`src/rtl/rtc_read_sequencer_pkg.sv`:
```
// Shared definitions for the RTC read sequencer: external RTC register map,
// memory bank indices and FSM state encodings.
package rtc_read_sequencer_pkg;

  localparam logic [7:0] RTC_SEC  = 8'h21;
  localparam logic [7:0] RTC_MIN  = 8'h22;
  localparam logic [7:0] RTC_HR   = 8'h23;
  localparam logic [7:0] RTC_DAY  = 8'h24;
  localparam logic [7:0] RTC_MON  = 8'h25;
  localparam logic [7:0] RTC_YR   = 8'h26;
  localparam logic [7:0] RTC_CSEC = 8'h41;
  localparam logic [7:0] RTC_CMIN = 8'h42;
  localparam logic [7:0] RTC_CHR  = 8'h43;

  localparam logic [3:0] IDX_SEC     = 4'd0;
  localparam logic [3:0] IDX_MIN     = 4'd1;
  localparam logic [3:0] IDX_HR      = 4'd2;
  localparam logic [3:0] IDX_DAY     = 4'd3;
  localparam logic [3:0] IDX_MON     = 4'd4;
  localparam logic [3:0] IDX_YR      = 4'd5;
  localparam logic [3:0] IDX_CSEC    = 4'd6;
  localparam logic [3:0] IDX_CMIN    = 4'd7;
  localparam logic [3:0] IDX_CHR     = 4'd8;
  localparam logic [3:0] SCRATCH_IDX = 4'hF;

  localparam logic [2:0] ST_IDLE    = 3'd0;
  localparam logic [2:0] ST_REQ     = 3'd1;
  localparam logic [2:0] ST_WRITE   = 3'd2;
  localparam logic [2:0] ST_CLOSE   = 3'd3;
  localparam logic [2:0] ST_WAITRDY = 3'd4;

  function automatic logic [7:0] rtc_addr(input logic [3:0] idx);
    case (idx)
      4'd0:    return RTC_SEC;
      4'd1:    return RTC_MIN;
      4'd2:    return RTC_HR;
      4'd3:    return RTC_DAY;
      4'd4:    return RTC_MON;
      4'd5:    return RTC_YR;
      4'd6:    return RTC_CSEC;
      4'd7:    return RTC_CMIN;
      4'd8:    return RTC_CHR;
      default: return 8'h00;
    endcase
  endfunction

  function automatic logic [3:0] mem_idx(input logic [3:0] idx);
    case (idx)
      4'd0:    return IDX_SEC;
      4'd1:    return IDX_MIN;
      4'd2:    return IDX_HR;
      4'd3:    return IDX_DAY;
      4'd4:    return IDX_MON;
      4'd5:    return IDX_YR;
      4'd6:    return IDX_CSEC;
      4'd7:    return IDX_CMIN;
      4'd8:    return IDX_CHR;
      default: return SCRATCH_IDX;
    endcase
  endfunction

endpackage

```
`src/rtl/rtc_read_sequencer.sv`:
```
// Reads the RTC time/chrono registers over a req/ack bus on each start tick and
// bursts them into the register memory's input bank, framed by whileT.
module rtc_read_sequencer
  import rtc_read_sequencer_pkg::*;
#(
  parameter int NREG          = 9,
  parameter int ACK_TIMEOUT   = 255,
  parameter int READY_TIMEOUT = 63
) (
  input  logic       clk,
  input  logic       reset,
  input  logic       start,
  output logic       bus_req,
  output logic [7:0] bus_addr,
  input  logic       bus_ack,
  input  logic [7:0] bus_rdata,
  output logic [3:0] ADD1,
  output logic [7:0] DAT1,
  output logic       w1,
  output logic       whileT,
  input  logic       actready,
  output logic       busy,
  output logic       err
);

  localparam logic [3:0] LAST_IDX = 4'(NREG - 1);
  localparam logic [7:0] ACK_LIM  = 8'(ACK_TIMEOUT);
  localparam logic [7:0] RDY_LIM  = 8'(READY_TIMEOUT);

  logic [2:0] state;
  logic [3:0] idx;
  logic [7:0] timer;
  logic [7:0] data;
  logic       pending;

  // Outside WRITE the memory still latches ADD1, so park it on the scratch slot.
  always_comb begin
    bus_req  = 1'b0;
    bus_addr = 8'h00;
    w1       = 1'b0;
    ADD1     = SCRATCH_IDX;
    DAT1     = 8'h00;
    if (state == ST_REQ) begin
      bus_req  = 1'b1;
      bus_addr = rtc_addr(idx);
    end
    if (state == ST_WRITE) begin
      w1   = 1'b1;
      ADD1 = mem_idx(idx);
      DAT1 = data;
    end
  end

  always_ff @(posedge clk) begin
    if (reset) begin
      state   <= ST_IDLE;
      idx     <= 4'd0;
      timer   <= 8'd0;
      data    <= 8'h00;
      pending <= 1'b0;
      whileT  <= 1'b0;
      busy    <= 1'b0;
      err     <= 1'b0;
    end else begin
      if (start && busy) pending <= 1'b1;
      case (state)
        ST_IDLE: begin
          if (start || pending) begin
            state   <= ST_REQ;
            err     <= 1'b0;
            pending <= 1'b0;
            idx     <= 4'd0;
            timer   <= 8'd0;
            busy    <= 1'b1;
            whileT  <= 1'b1;
          end
        end
        ST_REQ: begin
          if (bus_ack) begin
            data  <= bus_rdata;
            state <= ST_WRITE;
          end else if (timer == ACK_LIM) begin
            // Aborted frame still closes and waits so the memory FSM returns to idle.
            err    <= 1'b1;
            whileT <= 1'b0;
            state  <= ST_CLOSE;
          end else begin
            timer <= timer + 8'd1;
          end
        end
        ST_WRITE: begin
          if (idx == LAST_IDX) begin
            whileT <= 1'b0;
            state  <= ST_CLOSE;
          end else begin
            idx   <= idx + 4'd1;
            timer <= 8'd0;
            state <= ST_REQ;
          end
        end
        ST_CLOSE: begin
          timer <= 8'd0;
          state <= ST_WAITRDY;
        end
        ST_WAITRDY: begin
          if (actready) begin
            busy  <= 1'b0;
            state <= ST_IDLE;
          end else if (timer == RDY_LIM) begin
            err   <= 1'b1;
            busy  <= 1'b0;
            state <= ST_IDLE;
          end else begin
            timer <= timer + 8'd1;
          end
        end
        default: state <= ST_IDLE;
      endcase
    end
  end

endmodule

```
`config.mk`:
```
export PLATFORM = sky130hd
export DESIGN_NAME = rtc_read_sequencer
export DESIGN_NICKNAME = d
export VERILOG_FILES = /design/src/rtl/rtc_read_sequencer_pkg.sv /design/src/rtl/rtc_read_sequencer.sv
export SDC_FILE = /design/constraint.sdc
export NUM_CORES = 1
export LEC_CHECK = 0
export ABC_AREA = 0
export CAP_MARGIN = 20
export CORE_ASPECT_RATIO = 0.7
export CORE_MARGIN = 2
export CORE_UTILIZATION = 50
export CTS_CLUSTER_SIZE = 10
export DETAILED_ROUTE_END_ITERATION = 6
export GPL_ROUTABILITY_DRIVEN = 0
export PLACE_DENSITY_LB_ADDON = 0.3
export SLEW_MARGIN = 15
export SYNTH_ARGS = -nofsm -noshare
export SYNTH_HDL_FRONTEND = slang
export SYNTH_SLANG_ARGS = --single-unit
export TNS_END_PERCENT = 5
```
`constraint.sdc`:
```
create_clock -name clk -period 6.07 [get_ports clk]
set_input_delay 1.214 -clock clk [delete_from_list [all_inputs] [get_ports clk]]
set_output_delay 1.214 -clock clk [all_outputs]
set_load 0.02 [all_outputs]
```
-- After elaboration in Yosys (flattened, before gate mapping)
Memories as Yosys holds them, arrays and structs flattened. A register that Yosys moved wholly into a read port is not among the register bits.
Cells that the tools add are included.
W data, S select, Z words.
- input port bits: 13
- output and inout port bits: 25
- word-level logic and storage cells: 88
- memories kept: 2
- register bits: 27
- memory bits (read-only): 144
- reductions and logical operators: 15
- eq/ne operators: 18
- add/subtract/negate cells: 2
- muxes and demuxes: 43
- memories (memory ; depth ; bits a word ; rd ports ; clocked after memory_dff ; wr ports ; line ; RTL):
    (no name shown) ; 16 ; 5 ; 1 ; 1 ; 0 ; rtc_read_sequencer_pkg.sv:33 ; case (idx)
    (no name shown) ; 16 ; 4 ; 1 ; 1 ; 0 ; rtc_read_sequencer_pkg.sv:48 ; case (idx)
- operators with widths (operator ; count):
    $mux W8 ; 8
    $pmux W8 S5 ; 1
    $mux W4 ; 7
    $mux W1 ; 16
    $mux W3 ; 5
    $pmux W3 S5 ; 1
    $ne A2 B2 Y1 const B ; 7
    $reduce_and A3 Y1 ; 3
    $add A8 B1 Y8 const B ; 1
    $eq A8 B6 Y1 const B ; 1
    $eq A8 B8 Y1 const B ; 1
    $pmux W4 S2 ; 1
    $reduce_and A7 Y1 ; 1
    $eq A3 B2 Y1 const B ; 2
    $pmux W1 S3 ; 2
    $reduce_and A6 Y1 ; 1
    $reduce_bool A3 Y1 ; 2
    $reduce_and A5 Y1 ; 1
    $reduce_bool A5 Y1 ; 1
    $add A4 B1 Y4 const B ; 1
    $eq A4 B4 Y1 const B ; 1
    $ne A2 B1 Y1 const B ; 2
    $reduce_bool A2 Y1 ; 2
    $eq A3 B1 Y1 const B ; 1
    other kinds (9) ; 9

-- Logic depth before layout (Yosys ltp)
- word-level depth: 5
- gate-level depth with buffers: 10
- mapped depth without buffers: 10

-- Least setup slack after synthesis
No wires, ideal clock.
- path type: input port to flip-flop
- from: input port start
- to: register with a tool-made name
- data required time: 5.948 ns
- path buffers: 0
- slack: 3.387 ns
- stages on the path: 8
- setup time: 0.122 ns
- arrival: 2.560 ns
- path through: nor3_1 > a211o_1 > a21oi_1 > nor2_1 > inv_1 > ha_1 > o211ai_1 > nand3_1
- RTL lines (what ; line ; RTL):
    start: declaration ; rtc_read_sequencer.sv:12 ; input logic start,

-- Worst setup path in the final report
- from: register state[1]
- to: output port bus_addr[2]
- cells in the longest elaborated chain, start to end: 2
- ends and longest elaborated chain (what ; line ; RTL):
    start: declaration ; rtc_read_sequencer.sv:30 ; logic [2:0] state;
    start signal: assignment ; rtc_read_sequencer.sv:56 ; state <= ST_IDLE;
    start signal: assignment ; rtc_read_sequencer.sv:69 ; state <= ST_REQ;
    start signal: assignment ; rtc_read_sequencer.sv:81 ; state <= ST_WRITE;
    $eq A3 B1 Y1 ; rtc_read_sequencer.sv:43 ; if (state == ST_REQ) begin
    $mux W8 ; rtc_read_sequencer.sv:43 ;
    end: declaration ; rtc_read_sequencer.sv:14 ; output logic [7:0] bus_addr,
No other way between the ends.

==> flow_summary.json <==
{
  "ys.flop_type": "dfxtp_1",
  "antenna_cells": 0,
  "ys_seq_area_share_pct": 38.7,
  "power_leakage_nw": 0.887,
  "fin_util_pct": 65.6,
  "nets": 274,
  "cts_resized": 0,
  "synthArstFlopShare_pct": 0,
  "slowest_stage": "dfxtp_1",
  "placed_cell_area_mm2": 0.00221,
  "cpPeakStageDelay_ns": 0.78,
  "cts_setup_buffers": 0,
  "antenna_found_initial": 0,
  "grt_use_total_pct": 20.8,
  "setup_viol": 0,
  "numCtsBuffers": 5,
  "ir_drop_v": 0.000151,
  "drive_above_1_share_pct": 7.39,
  "root_buffer": "clkbuf_8",
  "area_growth_pct": 24.5,
  "ant_nets": 0,
  "die_area_mm2": 0.00424,
  "overflow": 0,
  "clock_path_buffers": 2,
  "synth_largest_area_cell": "dfxtp_1",
  "hpwlAfterDp_mm": 2.85,
  "htree_levels": 2,
  "finalCritPeriodShare_pct": 59.4,
  "vias": 1678,
  "syn-mean-instance-area_um2": 8.27,
  "hold_buffers": 0,
  "ioPinCount": 38,
  "rsz0062_at_grt": "false",
  "clock.fmax_mhz": 277,
  "slew_violations": 0,
  "fin_cells": 307,
  "finalPower_mw": 0.535,
  "hp-class": "flop to flop",
  "grt_first_pass_wirelength_mm": 6.86,
  "worst_pin_slew_ns": 1.02,
  "post-route-min-period_ns": 3.60,
  "drtIter0Drc": 132,
  "vias_per_cell": 5.47,
  "route.met3.wl_um": 256,
  "drtPass1Iterations": 4,
  "drc_errors": 0,
  "syn-cell-area_mm2": 0.00186,
  "crit_fanout": 24,
  "final.setup.tns_ns": 0,
  "wl_met2_mm": 1.55,
  "top_layer": "met4",
  "path_buf_inv": 2,
  "clkLatencyLatePin_ns": 0.29,
  "cts.sink_count": 36,
  "coreArea_mm2": 0.00354,
  "path_clk_slew_ns": 0.08,
  "m1WireLength_mm": 2.07,
  "ys_warn_count": 0,
  "hold_viol": 0,
  "drv_cap": 0,
  "clock_skew_ns": 0.00399,
  "crit_start": "state[1]",
  "start_util_pct": 52.7,
  "hp-start": "data[7]",
  "fp-row-count": 18,
  "timing.rr.start": "state[1]",
  "dp.cells": 299,
  "wirelength_mm": 3.94,
  "cp-end-kind": "primary output",
  "crit_chain": "or3b_4, clkinv_1, and2_1, clkdlybuf4s50_1",
  "criticalPathCategory": "flop to primary output",
  "fin_area_mm2": 0.00232,
  "synthCells": 225,
  "power_density_mw_per_mm2": 231,
  "cts_tree": "done",
  "die_h_um": 55.1,
  "cp.arrival_ns": 2.39,
  "die_x_um": 76.9,
  "synth_top_area_share_pct": 38.7,
  "synthDistinctLibCells": 53,
  "max_slew_margin_pct": 31.6,
  "startpoint_type": "flop",
  "synth-edff-count": 0,
  "crit_family": "flip-flops",
  "wl_per_cell_um": 12.8,
  "critPathRequiredTime_ns": 4.86,
  "grt_pass1_vias": 1447,
  "synth.area.top_cells": "dfxtp_1 (39%), nand2_1 (5.4%), a21oi_1 (5.1%)",
  "io_buffers": 34,
  "synth-seq-cells": 36,
  "grt_start_max_net_pins": 29,
  "status": "complete, no violations"
}
[metrics by stage]
| step | hold slack, ns | worst slack, ns |
|---|---|---|
| floorplan | 0.432 | 3.39 |
| global placement | 0.438 | 2.50 |
| detailed placement | 0.445 | 2.48 |
| CTS | 0.456 | 2.47 |
| global route | 0.480 | 2.30 |
| finish | 0.454 | 2.47 |
[logic make-up after synthesis]
family                     share of synthesized area, %
and+or+nand+nor                                    30.4
AOI/OAI and AO/OA                                  21.3
DFF                                                38.7
buffers and inverters                              5.51
adders and majority gates                          3.36
muxes                                             0.538
other                                             0.201
[path summary, 6_finish.rpt]
check	to	slack [ns]	cells past startpoint
setup / recovery	bus_addr[2]	2.47	4
hold reg to reg	data[7]	0.45	2
setup reg to reg	flop	3.44	8
hold / removal	data[7]	0.45	2
[per-layer routing]
layer	up-vias	track usage, %
met3	7	4.38
met4	0	8.48
met2	65	31.3
met1	748	29.4
met5	-	0
li1	858	-
[worst reg2reg max path, delay by kind of cell, from the launching register on]
kind | cells | cell delay (ns)
AND/OR/NAND/NOR | 3 | 0.47
buffers and inverters | 1 | 0.11
flip-flops | 1 | 0.78
adder cells (fa/ha/maj) | 1 | 0.24
AO/OA/AOI/OAI | 3 | 0.91
[power breakdown]
part / switching (mW) / leakage (nW) / internal [mW]
logic: 0.0409 / 0.541 / 0.0322
clock network: 0.0897 / 0.0541 / 0.121
registers: 0.00711 / 0.292 / 0.243
[Yosys cell counts, types with 2 or more instances]
cell,number
nand3b_1,6
nor2_1,15
dfxtp_1,36
clkbuf_1,7
o211ai_1,2
ha_1,5
o22ai_1,3
and2_1,7
o31ai_1,3
buf_4,3
nor3_1,6
inv_1,9
o31a_1,2
a31oi_1,2
and3_1,11
a311oi_1,2
a32o_1,2
nand2_1,27
o21ai_0,12
a21oi_1,19
nor2b_1,3
o21a_1,2
nand2b_1,5
nand3_1,6
a211oi_1,2
[layout make-up]
type,instances,area [um^2]
repair buffers,34,340
inverters,10,37.5
multi-input cells,169,1050
well taps,50,62.6
flip-flops and latches,36,721
clock inverters,3,42.5
clock buffers,5,68.8
fillers,291,1220
[placed cells by master (no fill, tap or decap), drive strengths merged, types with 7 or more instances in the layout]
| cell | instances |
|---|---|
| o21ai | 13 |
| dfxtp | 36 |
| nand3 | 7 |
| a21oi | 19 |
| inv | 9 |
| and3 | 11 |
| nand2 | 27 |
| clkdlybuf4s50 | 34 |
| and2 | 7 |
| nor2 | 16 |
Note: power is estimated with default switching activity, not from simulation.
